**config.mk**
```make
export PLATFORM = sky130hd
export DESIGN_NAME = dmem_sram_bridge
export DESIGN_NICKNAME = d
export VERILOG_FILES = /design/src/rtl/dmem_sram_bridge_pkg.sv /design/src/rtl/dmem_sram_bridge.sv
export SDC_FILE = /design/constraint.sdc
export NUM_CORES = 1
export LEC_CHECK = 0
export CAP_MARGIN = 20
export CORE_UTILIZATION = 31
export CTS_CLUSTER_SIZE = 10
export DETAILED_ROUTE_END_ITERATION = 8
export GPL_ROUTABILITY_DRIVEN = 0
export GPL_TIMING_DRIVEN = 0
export PLACE_DENSITY = 0.87
export SYNTH_ARGS = -nofsm -noshare
export SYNTH_HDL_FRONTEND = slang
export SYNTH_SLANG_ARGS = --single-unit
```
**constraint.sdc**
```tcl
create_clock -name clk -period 2.1 [get_ports clk]
set_clock_uncertainty 0.15 [all_clocks]
set_input_delay 0.315 -clock clk [delete_from_list [all_inputs] [get_ports clk]]
set_output_delay 0.315 -clock clk [all_outputs]
set_load 0.05 [all_outputs]
```
**src/rtl/dmem_sram_bridge_pkg.sv**
```systemverilog
// Shared types for the data-side SRAM bridge: access sizes, bridge FSM states
// and the bundled bus request.
package dmem_sram_bridge_pkg;

    localparam int unsigned SramAddrW = 32;
    localparam int unsigned SramDataW = 32;

    typedef enum logic [1:0] {MSIZE_B, MSIZE_H, MSIZE_W} msize_t;

    typedef enum logic [1:0] {DB_IDLE, DB_WAIT, DB_DONE, DB_DRAIN} dbridge_state_t;

    typedef struct packed {
        logic                 req;
        logic                 wr;
        logic [1:0]           size;
        logic [SramAddrW-1:0] addr;
        logic [SramDataW-1:0] wdata;
    } sram_req_t;

endpackage

```
**src/rtl/dmem_sram_bridge.sv**
```systemverilog
// Bridges one M-stage load/store to a single SRAM-like bus transaction, stalling M until
// the response arrives and holding load data while M is stalled elsewhere.
module dmem_sram_bridge
    import dmem_sram_bridge_pkg::*;
#(
    parameter int unsigned ADDR_W = SramAddrW,
    parameter int unsigned DATA_W = SramDataW
) (
    input  logic              clk,
    input  logic              resetn,
    input  logic              m_valid,
    input  logic              m_wen,
    input  logic [ADDR_W-1:0] m_addr,
    input  logic [1:0]        m_size,
    input  logic [DATA_W-1:0] m_wdata,
    input  logic              m_advance,
    input  logic              m_flush,
    output logic [DATA_W-1:0] m_rd,
    output logic              m_stall,
    output logic              data_req,
    output logic              data_wr,
    output logic [1:0]        data_size,
    output logic [ADDR_W-1:0] data_addr,
    output logic [DATA_W-1:0] data_wdata,
    input  logic              data_addr_ok,
    input  logic              data_data_ok,
    input  logic [DATA_W-1:0] data_rdata
);

    dbridge_state_t    stateQ;
    logic [DATA_W-1:0] rdataQ;
    sram_req_t         busReq;
    logic              waitHit;

    always_comb begin
        waitHit      = (stateQ == DB_WAIT) & data_data_ok;
        // Gating with resetn keeps req/stall low the instant reset asserts.
        busReq.req   = resetn & (stateQ == DB_IDLE) & m_valid & ~m_flush;
        busReq.wr    = m_wen;
        busReq.size  = m_size;
        busReq.addr  = m_addr;
        busReq.wdata = m_wdata;
        if (stateQ == DB_DRAIN) begin
            m_stall = resetn & m_valid;
        end else begin
            m_stall = resetn & m_valid & ~m_flush & (stateQ != DB_DONE) & ~waitHit;
        end
        m_rd = waitHit ? data_rdata : rdataQ;
    end

    assign data_req   = busReq.req;
    assign data_wr    = busReq.wr;
    assign data_size  = busReq.size;
    assign data_addr  = busReq.addr;
    assign data_wdata = busReq.wdata;

    always_ff @(posedge clk or negedge resetn) begin
        if (!resetn) begin
            stateQ <= DB_IDLE;
            rdataQ <= '0;
        end else begin
            unique case (stateQ)
                DB_IDLE: begin
                    if (busReq.req && data_addr_ok) stateQ <= DB_WAIT;
                end
                DB_WAIT: begin
                    if (data_data_ok) begin
                        rdataQ <= data_rdata;
                        stateQ <= (m_advance || m_flush) ? DB_IDLE : DB_DONE;
                    end else if (m_flush) begin
                        stateQ <= DB_DRAIN;
                    end
                end
                // Result is held until M moves on; no re-issue, so stores run once.
                DB_DONE: begin
                    if (m_advance || m_flush) stateQ <= DB_IDLE;
                end
                DB_DRAIN: begin
                    if (data_data_ok) stateQ <= DB_IDLE;
                end
                default: stateQ <= DB_IDLE;
            endcase
        end
    end

    noOrphanResp: assert property (@(posedge clk) disable iff (!resetn)
        !(data_data_ok && (stateQ == DB_IDLE || stateQ == DB_DONE)));

endmodule

```
After elaboration in Yosys (flattened, before gate mapping) --
Index checks and enable logic that the tools add are counted.
Word-level totals: register bits after elaboration 34, latch bits 0, bits in writable memories 0, memory bits (read-only) 0, input bits 106, output and inout port bits 101, word-level logic and storage cells 34, memories 0
Operators by class: $add $sub $neg 0, multiply operators 0, div/mod/pow operators 0, $lt $le $gt $ge 0, equality and inequality tests 8, shift-type cells 0, muxes and demuxes 9, bitwise operators 10, reductions and logical operators 5
Operators by type and width (count):
- $mux 32 | 1
- $mux 2 | 6
- $and 1x1->1 | 8
- $pmux 2 s4 | 1
- $ne 2x2->1 const B | 3
- $eq 2x2->1 const B | 2
- $reduce_and 4->1 | 1
- $ne 3x3->1 const B | 1
- $eq 2x1->1 const B | 1
- $logic_not 2->1 | 1
- $ne 2x1->1 const B | 1
- $not 1->1 | 2
- $reduce_and 2->1 | 1
- $logic_and 1x1->1 | 1
- $logic_or 1x1->1 | 1
- $mux 1 | 1

Depth between registers and ports, before layout --
depth after elaboration 7, depth in mapped cells 3, mapped depth without buffers 2

Worst setup path after synthesis --
Ideal clock, no wire load.
kind register to output, start reg stateQ[1], end out m_rd[0], data arrival time 1.157 ns, required time 1.635 ns, setup slack 0.478 ns, cell stages (with the launch flop) 4, buffers on the path 1, path through dfrtp_1 nand3b_4 buf_6 mux2_4
Between the ends: cells in the longest elaborated chain, start to end 3
RTL lines:
- from (decl) | line dmem_sram_bridge.sv:30 | dbridge_state_t stateQ;
- from (signal assigned) | line dmem_sram_bridge.sv:69 | stateQ <= (m_advance || m_flush) ? DB_IDLE : DB_DONE;
- $eq 2x1->1 | line dmem_sram_bridge.sv:36 | waitHit = (stateQ == DB_WAIT) & data_data_ok;
- $and 1x1->1 | line dmem_sram_bridge.sv:36
- $mux 32 | line dmem_sram_bridge.sv:48 | m_rd = waitHit ? data_rdata : rdataQ;
- to (decl) | line dmem_sram_bridge.sv:18 | output logic [DATA_W-1:0] m_rd,
No other way between the ends.

Worst setup path in the final report --
start reg stateQ[1], end out m_rd[9]
The elaborated chain is that of the path after synthesis.

==> results_dict.tcl <==
set metrics [dict create \
    hpwlAfterDp_mm 3.77 \
    cp_top_family "flip-flops" \
    wl_per_cell_um 13.1 \
    cts_sinks 34 \
    cts_tree "yes" \
    insertedDiodeCount 0 \
    grt_max_degree 35 \
    fillers 510 \
    grt_first_pass_wirelength_mm 7.02 \
    ys_seq_area_share_pct 43.3 \
    rows 28 \
    setup_slack_ns 0.0214 \
    core_region_area_um2 6030 \
    start_util_pct 32.6 \
    die_area_um2 6660 \
    worstPathRequired_ns 1.63 \
    first_pass_iters 3 \
    critPathSlowestCell "dfrtp_1" \
    pre_cts_slack_ns -0.614 \
    dieWidth_um 81.6 \
    post-route-period-util_pct 99.0 \
    relSlewSlack_pct 65.7 \
    port_buffers 139 \
    yosysUniqueCellTypes 16 \
    drive_above_1_share_pct 50.2 \
    multiInputGateArea_um2 577 \
    synthFlopType "dfrtp_1" \
    startpoint_type "flip-flop" \
    max_stage_delay_ns 0.42 \
    syn_to_final_growth_pct 77.8 \
    drtAntennaViolNets 0 \
    synthArstFlopShare_pct 100 \
    syn_avg_cell_area_um2 13.3 \
    antenna_found_initial 0 \
    outcome "finished, final reports clean" \
    dpl_cell_area_um2 3440 \
    vias 1550 \
    cellPowerDensity_nw_per_um2 1000 \
    seq_area_um2 852 \
    cts_max_level 2 \
    hold_viol_final 0 \
    drt_iter0_drc 32 \
    maxClockFrequency_mhz 481 \
    setup_violations 0 \
    clockBufferDepth 2 \
    die_h_um 81.6 \
    wl_mm 4.90 \
    io_pins 207 \
    cap_violations 0 \
    crit_path_max_fanout 10 \
    synth_edf_count 0 \
    p_leak_nw 1.75 \
    fin_area_um2 3490 \
    synth_nets 254 \
    worstMarginPinSlew_ns 0.512 \
    clock-root-buffer "clkbuf_8" \
    setup_tns_ns 0 \
    insertion_delay_ns 0.28 \
    path_clk_slew_ns 0.07 \
    slew_violations 0 \
    period_minus_slack_ns 2.08 \
    yosysTopAreaCell "dfrtp_1" \
    worstSetupEndpointType "output port" \
    path_buf_inv 2 \
    track_usage_pct 14.3 \
    ys_warn_count 0 \
    synth_common_cells "67 x buf_4, 34 x dfrtp_1, 30 x mux2_4, 3 x buf_6" \
    grt_overflow 0 \
    numCtsBuffers 5 \
    via_per_inst 4.14 \
    worstSetupPathType "flip-flop to output port" \
    grt_pass1_vias 1600 \
    synth_area_um2 1960 \
    worst_hold_path_type "input pin to flip-flop" \
    syn_inst 148 \
    synth_most_common_cell "buf_4" \
    arrival_ns 1.61 \
    route.detailed.drc 0 \
    final_nets 404 \
    yosys_register_bits 34 \
    rsz0062_at_grt "yes" \
    synth_top_area_share_pct 43.3 \
    synthTopCellsByArea "dfrtp_1 43%, buf_4 26%, mux2_4 23%, buf_6 1.7%, mux2_2 1.1%" \
    irDropWorstVdd_v 0.000697 \
    crit_chain "nand3b_4, buf_6, mux2_4, buf_4" \
]
[cells in the final DEF, fill, tap and decap left out, types with 2 or more instances in the layout]
cell / netlist / layout
dfrtp_1: 34 / 33
mux2_2: 2 / 2
buf_6: 3 / 3
buf_2: 0 / 2
clkdlybuf4s50_1: 0 / 103
mux2_4: 30 / 30
nor4b_1: 2 / 2
clkbuf_8: 0 / 6
buf_4: 67 / 100
[power breakdown]
| part | internal, mW | total, mW | switching, mW |
|---|---|---|---|
| clock | 0.264 | 0.484 | 0.220 |
| combinational | 0.796 | 2.10 | 1.30 |
| sequential | 0.865 | 0.929 | 0.0644 |
[per-layer routing]
layer  wire length (um)  track usage (%)  part of all wire [%]
met1               1710             14.2                    35
met3                606             6.56                    12
met5                  0                0                     0
met4                 25             4.21                  0.51
met2               2550             26.3                    52
[per-stage QoR]
step	hold slack [ns]	instances	power [mW]	util, %
2_1_floorplan	-0.131	148	2.46	-
3_3_place_gp	0.323	362	3.08	57.2
3_5_place_dp	0.315	362	3.11	57.2
4_1_cts	0.143	374	3.54	58.1
5_1_grt	0.144	374	3.68	58.0
6_report	0.159	374	3.51	58.0
[registers in the layout, summed over array words and instances, names as in the netlist]
register and cells:
stateQ 2, rdataQ 32
[area by class of cell]
| type | count | area share (%) |
|---|---|---|
| plain buffers | 70 | 15.4 |
| clock buffers | 7 | 2.47 |
| clock inverters | 1 | 0.143 |
| multi-input cells | 44 | 16.5 |
| flip-flops and latches | 34 | 24.4 |
| well taps | 75 | 2.69 |
| repair buffers | 143 | 38.4 |
[cell families after synthesis]
kind of cell    synth area share [%]
flops                           43.3
buf+inv                         27.3
mux                             24.1
simple gates                    3.44
compound gates                  1.85
[path summary, 6_finish.rpt]
check                      cells past startpoint                endpoint  slack, ns                    from
setup / recovery                               4                 m_rd[9]       0.02   stateQ[1]$_DFFE_PN0P_
hold / removal                                 2   stateQ[0]$_DFFE_PN0P_       0.16                  resetn
setup reg to reg                               3   stateQ[1]$_DFFE_PN0P_       0.67   stateQ[1]$_DFFE_PN0P_
hold reg to reg                                1  rdataQ[15]$_DFFE_PN0N_       0.34  rdataQ[15]$_DFFE_PN0N_
max in group asynchronous                      3  rdataQ[16]$_DFFE_PN0N_       1.15                  resetn
min in group asynchronous                      3   stateQ[0]$_DFFE_PN0P_       0.46                  resetn
[what timing repair did]
item / in CTS / in global routing
endpoints found under the setup margin: 34 / 34
hold buffers: 2 / 0
setup buffers: 2 / 0
endpoints found under the hold margin: 34 / 0
resized for setup: 189 / 16
No activity file was read; power rests on OpenSTA's default activity.
